## src/rtl/iic_cfg_pkg.sv

```systemverilog
// iic_cfg_pkg: sequencer state encoding, config ROM entry layout and board I2C device addresses
package iic_cfg_pkg;
  typedef enum logic [2:0] {
    S_IDLE, S_FETCH, S_LATCH, S_ISSUE, S_WAIT, S_GAP, S_DONE, S_ERROR
  } state_t;
  localparam int DEV_MSB = 23;
  localparam int REG_MSB = 15;
  localparam int DAT_MSB = 7;
  localparam logic [7:0] CH7301_ADDR = 8'hEC;
  localparam logic [7:0] AD9980_ADDR = 8'h98;
endpackage

```

## src/rtl/iic_cfg_sequencer_if.sv

```systemverilog
// iic_cfg_sequencer_if: req/done handshake between the config sequencer and the I2C write engine
interface iic_cfg_sequencer_if;
  logic       Wr_req;
  logic [7:0] Wr_dev;
  logic [7:0] Wr_reg;
  logic [7:0] Wr_data;
  logic       Wr_busy;
  logic       Wr_done;
  logic       Wr_nack;
  modport master (output Wr_req, Wr_dev, Wr_reg, Wr_data, input Wr_busy, Wr_done, Wr_nack);
  modport slave  (input Wr_req, Wr_dev, Wr_reg, Wr_data, output Wr_busy, Wr_done, Wr_nack);
endinterface

```

## src/rtl/iic_cfg_sequencer.sv

```systemverilog
// iic_cfg_sequencer: walks the config ROM and issues each entry to the I2C write engine with retry and gap
module iic_cfg_sequencer
  import iic_cfg_pkg::*;
#(
  parameter int ADDR_W      = 5,
  parameter int NUM_ENTRIES = 16,
  parameter int GAP_CYCLES  = 3000,
  parameter int MAX_RETRY   = 3,
  parameter int AUTO_START  = 1
) (
  input  logic                  clk,
  input  logic                  Reset,
  input  logic                  Start,
  output logic [ADDR_W-1:0]     Tbl_addr,
  input  logic [23:0]           Tbl_data,
  iic_cfg_sequencer_if.master   w,
  output logic                  Busy,
  output logic                  Done,
  output logic                  Error,
  output logic [ADDR_W-1:0]     Err_index
);
  localparam int IW = ADDR_W + 1;
  localparam int GW = $clog2(GAP_CYCLES + 1);
  state_t            st_q, st_d;
  logic [IW-1:0]     idx_q, idx_d;
  logic [2:0]        retry_q, retry_d;
  logic [GW-1:0]     gap_q, gap_d;
  logic              pend_q, pend_d;
  logic              req_q, req_d;
  logic [7:0]        dev_q, dev_d, reg_q, reg_d, dat_q, dat_d;
  logic              busy_q, busy_d, done_q, done_d, err_q, err_d;
  logic [ADDR_W-1:0] eidx_q, eidx_d;
  logic              go, fin;
  assign Tbl_addr  = idx_q[ADDR_W-1:0];
  assign w.Wr_req  = req_q;
  assign w.Wr_dev  = dev_q;
  assign w.Wr_reg  = reg_q;
  assign w.Wr_data = dat_q;
  assign Busy      = busy_q;
  assign Done      = done_q;
  assign Error     = err_q;
  assign Err_index = eidx_q;
  // next-state: a done seen in ISSUE or WAIT resolves the transaction (ack, retry or abort)
  always_comb begin
    st_d    = st_q;
    idx_d   = idx_q;
    retry_d = retry_q;
    gap_d   = gap_q;
    pend_d  = 1'b0;
    req_d   = req_q;
    dev_d   = dev_q;
    reg_d   = reg_q;
    dat_d   = dat_q;
    busy_d  = busy_q;
    done_d  = done_q;
    err_d   = err_q;
    eidx_d  = eidx_q;
    go      = (Start | pend_q) & ~w.Wr_busy;
    fin     = w.Wr_done & (st_q == S_ISSUE | st_q == S_WAIT);
    case (st_q)
      S_IDLE: begin
        pend_d = (Start | pend_q) & w.Wr_busy;
        if (go) begin
          st_d    = S_FETCH;
          idx_d   = '0;
          retry_d = '0;
          busy_d  = 1'b1;
          done_d  = 1'b0;
          err_d   = 1'b0;
        end
      end
      S_FETCH: st_d = S_LATCH;
      S_LATCH: begin
        dev_d = Tbl_data[DEV_MSB -: 8] & 8'hFE;
        reg_d = Tbl_data[REG_MSB -: 8];
        dat_d = Tbl_data[DAT_MSB -: 8];
        req_d = 1'b1;
        st_d  = S_ISSUE;
      end
      S_ISSUE: if (w.Wr_busy) begin
        req_d = 1'b0;
        st_d  = S_WAIT;
      end
      S_WAIT: ;
      S_GAP: begin
        gap_d = gap_q - GW'(1);
        if (gap_q == '0) st_d = idx_q == IW'(NUM_ENTRIES) ? S_DONE : S_FETCH;
      end
      S_DONE: begin
        done_d = 1'b1;
        busy_d = 1'b0;
        st_d   = S_IDLE;
      end
      S_ERROR: begin
        err_d  = 1'b1;
        eidx_d = idx_q[ADDR_W-1:0];
        busy_d = 1'b0;
        st_d   = S_IDLE;
      end
    endcase
    if (fin) begin
      req_d = 1'b0;
      gap_d = GW'(GAP_CYCLES - 1);
      if (!w.Wr_nack) begin
        st_d    = S_GAP;
        retry_d = '0;
        idx_d   = idx_q + IW'(1);
      end else if (retry_q < 3'(MAX_RETRY)) begin
        st_d    = S_GAP;
        retry_d = retry_q + 3'd1;
      end else begin
        st_d = S_ERROR;
      end
    end
  end
  // state and registered outputs; reset aborts any run and arms the auto-start
  always_ff @(posedge clk or posedge Reset) begin
    if (Reset) begin
      st_q    <= S_IDLE;
      idx_q   <= '0;
      retry_q <= '0;
      gap_q   <= '0;
      pend_q  <= AUTO_START != 0;
      req_q   <= 1'b0;
      dev_q   <= '0;
      reg_q   <= '0;
      dat_q   <= '0;
      busy_q  <= 1'b0;
      done_q  <= 1'b0;
      err_q   <= 1'b0;
      eidx_q  <= '0;
    end else begin
      st_q    <= st_d;
      idx_q   <= idx_d;
      retry_q <= retry_d;
      gap_q   <= gap_d;
      pend_q  <= pend_d;
      req_q   <= req_d;
      dev_q   <= dev_d;
      reg_q   <= reg_d;
      dat_q   <= dat_d;
      busy_q  <= busy_d;
      done_q  <= done_d;
      err_q   <= err_d;
      eidx_q  <= eidx_d;
    end
  end
endmodule

```

## src/flat_wrapper.sv

```systemverilog
// flat-port wrapper written by rule: the top's interface ports become plain ports
module iic_cfg_sequencer_flat import iic_cfg_pkg::*;
#(
  parameter int ADDR_W      = 5,
  parameter int NUM_ENTRIES = 16,
  parameter int GAP_CYCLES  = 3000,
  parameter int MAX_RETRY   = 3,
  parameter int AUTO_START  = 1
)
  (clk, Reset, Start, Tbl_addr, Tbl_data, Busy, Done, Error, Err_index, w_Wr_req, w_Wr_dev, w_Wr_reg, w_Wr_data, w_Wr_busy, w_Wr_done, w_Wr_nack);
  iic_cfg_sequencer_if w_i ();
  input  logic clk;
  input  logic Reset;
  input  logic Start;
  output logic [ADDR_W-1:0] Tbl_addr;
  input  logic [23:0] Tbl_data;
  output logic Busy;
  output logic Done;
  output logic Error;
  output logic [ADDR_W-1:0] Err_index;
  output wire logic [$bits(w_i.Wr_req)-1:0] w_Wr_req;
  output wire logic [$bits(w_i.Wr_dev)-1:0] w_Wr_dev;
  output wire logic [$bits(w_i.Wr_reg)-1:0] w_Wr_reg;
  output wire logic [$bits(w_i.Wr_data)-1:0] w_Wr_data;
  input wire logic [$bits(w_i.Wr_busy)-1:0] w_Wr_busy;
  input wire logic [$bits(w_i.Wr_done)-1:0] w_Wr_done;
  input wire logic [$bits(w_i.Wr_nack)-1:0] w_Wr_nack;
  assign w_Wr_req = w_i.Wr_req;
  assign w_Wr_dev = w_i.Wr_dev;
  assign w_Wr_reg = w_i.Wr_reg;
  assign w_Wr_data = w_i.Wr_data;
  assign w_i.Wr_busy = w_Wr_busy;
  assign w_i.Wr_done = w_Wr_done;
  assign w_i.Wr_nack = w_Wr_nack;
  iic_cfg_sequencer #(.ADDR_W(ADDR_W), .NUM_ENTRIES(NUM_ENTRIES), .GAP_CYCLES(GAP_CYCLES), .MAX_RETRY(MAX_RETRY), .AUTO_START(AUTO_START)) u_core (.clk(clk), .Reset(Reset), .Start(Start), .Tbl_addr(Tbl_addr), .Tbl_data(Tbl_data), .w(w_i), .Busy(Busy), .Done(Done), .Error(Error), .Err_index(Err_index));
endmodule
```

## config.mk

```make
export PLATFORM = sky130hd
export DESIGN_NAME = iic_cfg_sequencer_flat
export DESIGN_NICKNAME = d
export VERILOG_FILES = /design/src/rtl/iic_cfg_pkg.sv /design/src/rtl/iic_cfg_sequencer_if.sv /design/src/rtl/iic_cfg_sequencer.sv /design/src/flat_wrapper.sv
export SDC_FILE = /design/constraint.sdc
export NUM_CORES = 1
export LEC_CHECK = 0
export BUFFER_PORTS_ARGS = -buffer_cell sky130_fd_sc_hd__buf_2
export CELL_PAD_IN_SITES_DETAIL_PLACEMENT = 0
export CELL_PAD_IN_SITES_GLOBAL_PLACEMENT = 2
export CORE_ASPECT_RATIO = 0.7
export CORE_MARGIN = 5
export CORE_UTILIZATION = 25
export CTS_CLUSTER_DIAMETER = 150
export DETAILED_ROUTE_END_ITERATION = 10
export GPL_ROUTABILITY_DRIVEN = 0
export MAX_ROUTING_LAYER = met4
export PLACE_DENSITY_LB_ADDON = 0.1
export REMOVE_ABC_BUFFERS = 1
export SYNTH_ARGS = -nofsm -noshare
export SYNTH_HDL_FRONTEND = slang
export SYNTH_SLANG_ARGS = --single-unit
```

## constraint.sdc

```tcl
create_clock -name clk -period 5.45 [get_ports clk]
set_input_delay 1.09 -clock clk [delete_from_list [all_inputs] [get_ports clk]]
set_output_delay 1.09 -clock clk [all_outputs]
set_load 0.02 [all_outputs]
```

==> flow_summary.toml <==
[run_status]
status = "finished, final reports clean"

[routing]
post-route-drc-count = 0
vias = 2021
viasPerCell = 4.542
wl_per_cell_microns = 14.36
routed_wl_mm = 6.390
ant_nets = 0
drtIter0Drc = 65
firstDrtPassIters = 4

[floorplan]
initial_core_util_pct = 25.90
fp.dieArea_sq_um = 13070
core_area_sq_um = 10470
die_x_microns = 134.5
rows = 31
die_y_microns = 97.15
ios = 68

[sta]
rsz0062_at_grt = "false"
hold_viol = 0
finalSetupViolCount = 0
max_slew_margin_pct = 50.16
layout_min_cycle_time_ns = 2.225
setup_tns_ns = 0
tightest_slew_ns = 0.7476
maxSlewViolCount = 0
fmax_ghz = 0.4495
fin_worst_skew_ns = 0.002845
period_share_pct = 40.82
hold_ws_ns = 0.4688

[synthesis]
syn_avg_cell_area_sq_um = 11.12
ys_ff_latch = 57
synth_edf_count = 0
synthTopCellsByCount = "dfrtp_1 (56), mux2_2 (26), nand2_1 (26), o21ai_0 (15), inv_1 (10)"
yosysTopAreaCellShare_pct = 51.66
yosysSeqAreaShare_pct = 52.63
async_flop_share_pct = 100.0
yosys_warnings = 0
yosysMostFrequentCell = "dfrtp_1"
synth_cells = 244
synth_ff_type = "dfrtp_1"
yosys.area.top_type = "dfrtp_1"
synth.area.top_cells = "dfrtp_1 (52%), mux2_2 (11%), nand2_1 (3.6%), mux2i_1 (3.3%), o21ai_0 (2.8%)"
synth_area_sq_um = 2713
yosysUniqueCellTypes = 46

[critical_path]
max_stage_delay_ns = 0.65
cp_slowest_cell = "dfrtp_1"
worst_setup_path_end_kind = "flip-flop"
start_kind = "flip-flop"
cp.required_ns = 5.66
cp.arrival_ns = 2.44
crit_fanout = 22
cp_cell_sequence = "or3b_4, a21o_1, o311a_1, o22a_1"
criticalPathCategory = "reg2reg"

[worst_hold_path]
hold_path.class = "reg2reg"

[clock_tree]
h-tree-depth = 3
cts_setup_buffers = 0
clockRootBuffer = "clkbuf_16"
cts_buffers = 9
path_clk_slew_ns = 0.05
cts_tree = "built"
cts_max_path_buffers = 2
cts-resized-gates = 0
cts.sinks = 57
clk_latency_ns = 0.32
holdBufCountCts = 0

[power]
p_total_mw = 1.935
powerDensity_nw_per_um2 = 568.1
p_leak_nw = 1.555
ir_drop_mv = 0.1927

[layout]
area_growth_pct = 25.55
n_antenna_cell = 0
fin_nets = 343
fin_area_sq_um = 3406
fill_cells = 1089
drive_gt1_share_pct = 37.38
largest_reg_flops = 12

[global_route]
grtUsageTotal_pct = 10.87
antenna_found_initial = 0
grt_max_degree = 58
grt_pass1_vias = 2007
grt_overflow = 0
grt_pass1_wl_mm = 10.87

[placed_design]
dp_hpwl_mm = 4.428
io_buffers = 65
placed_area_sq_um = 3142

[job]
drv_cap = 0
-- stage by stage --
stage | instances | setup WS (ns) | utilization [%]
after floorplan | 230 | 2.609 | -
after global placement | 429 | 2.898 | 30.00
after detailed placement | 429 | 2.930 | 30.00
after CTS | 445 | 3.212 | 32.52
after global routing | 445 | 3.098 | 32.52
final | 445 | 3.225 | 32.52
-- final timing paths --
path	start	to	slack, ns	cells after the start
min in group asynchronous	Reset	u_core.gap_q[2]	0.99	3
setup reg to reg	u_core.st_q[0]	u_core.retry_q[0]	3.23	4
setup / recovery	u_core.st_q[0]	u_core.retry_q[0]	3.23	4
hold / removal	u_core.idx_q[5]	u_core.idx_q[5]	0.47	1
max in group asynchronous	Reset	u_core.w.Wr_reg[4]	3.98	3
hold reg to reg	u_core.idx_q[5]	u_core.idx_q[5]	0.47	1
-- where the power goes --
| part | total (mW) | switching (mW) | internal (mW) |
|---|---|---|---|
| Combinational | 0.721 | 0.420 | 0.301 |
| Sequential | 0.720 | 0.141 | 0.579 |
| Clock | 0.494 | 0.191 | 0.303 |
-- final cells by class --
| type | instances | area, sq um | area share (%) |
|---|---|---|---|
| tap | 132 | 165.2 | 4.849 |
| multi-input combinational | 163 | 1171 | 34.39 |
| clock inverter | 6 | 35.03 | 1.029 |
| sequential | 57 | 1428 | 41.92 |
| clock buffer | 10 | 229.0 | 6.723 |
| inverter | 10 | 37.54 | 1.102 |
| timing repair buffer | 67 | 340.3 | 9.993 |
-- layer usage --
layer  part of all wire, %  track usage (%)  up-vias
met4                   1.4            3.991        0
met5                     0                -        -
li1                      -                -     1004
met3                   6.4            4.503        9
met1                    51            14.52      947
met2                    41            14.63       61
-- worst max-delay path: cells and delay by family (launching register included) --
| kind | cells | cell delay, ns |
|---|---|---|
| AO/OA/AOI/OAI | 3 | 0.90 |
| AND/OR/NAND/NOR | 1 | 0.56 |
| flip-flops | 1 | 0.65 |
-- placed cells by master, fill, tap and decap left out, types with 9 or more instances in the layout --
cell / n
o21ai_0: 15
mux2i_1: 9
nand2_1: 26
buf_2: 65
nor2_1: 9
clkbuf_16: 9
mux2_2: 26
dfrtp_1: 56
inv_1: 9
-- cells by family (layout without fill, tap and decap cells) --
kind of cell,count (synthesis),in the layout,share of synthesized area [%]
flip-flops,57,57,52.63
other,1,1,0.1382
multiplexers,35,35,14.11
buffers and inverters,24,93,4.382
XOR/XNOR,3,3,0.9688
adder cells (fa/ha/maj),5,5,2.306
AO/OA/AOI/OAI,41,41,10.15
AND/OR/NAND/NOR,78,78,15.31
(Power assumes the default switching activity.)
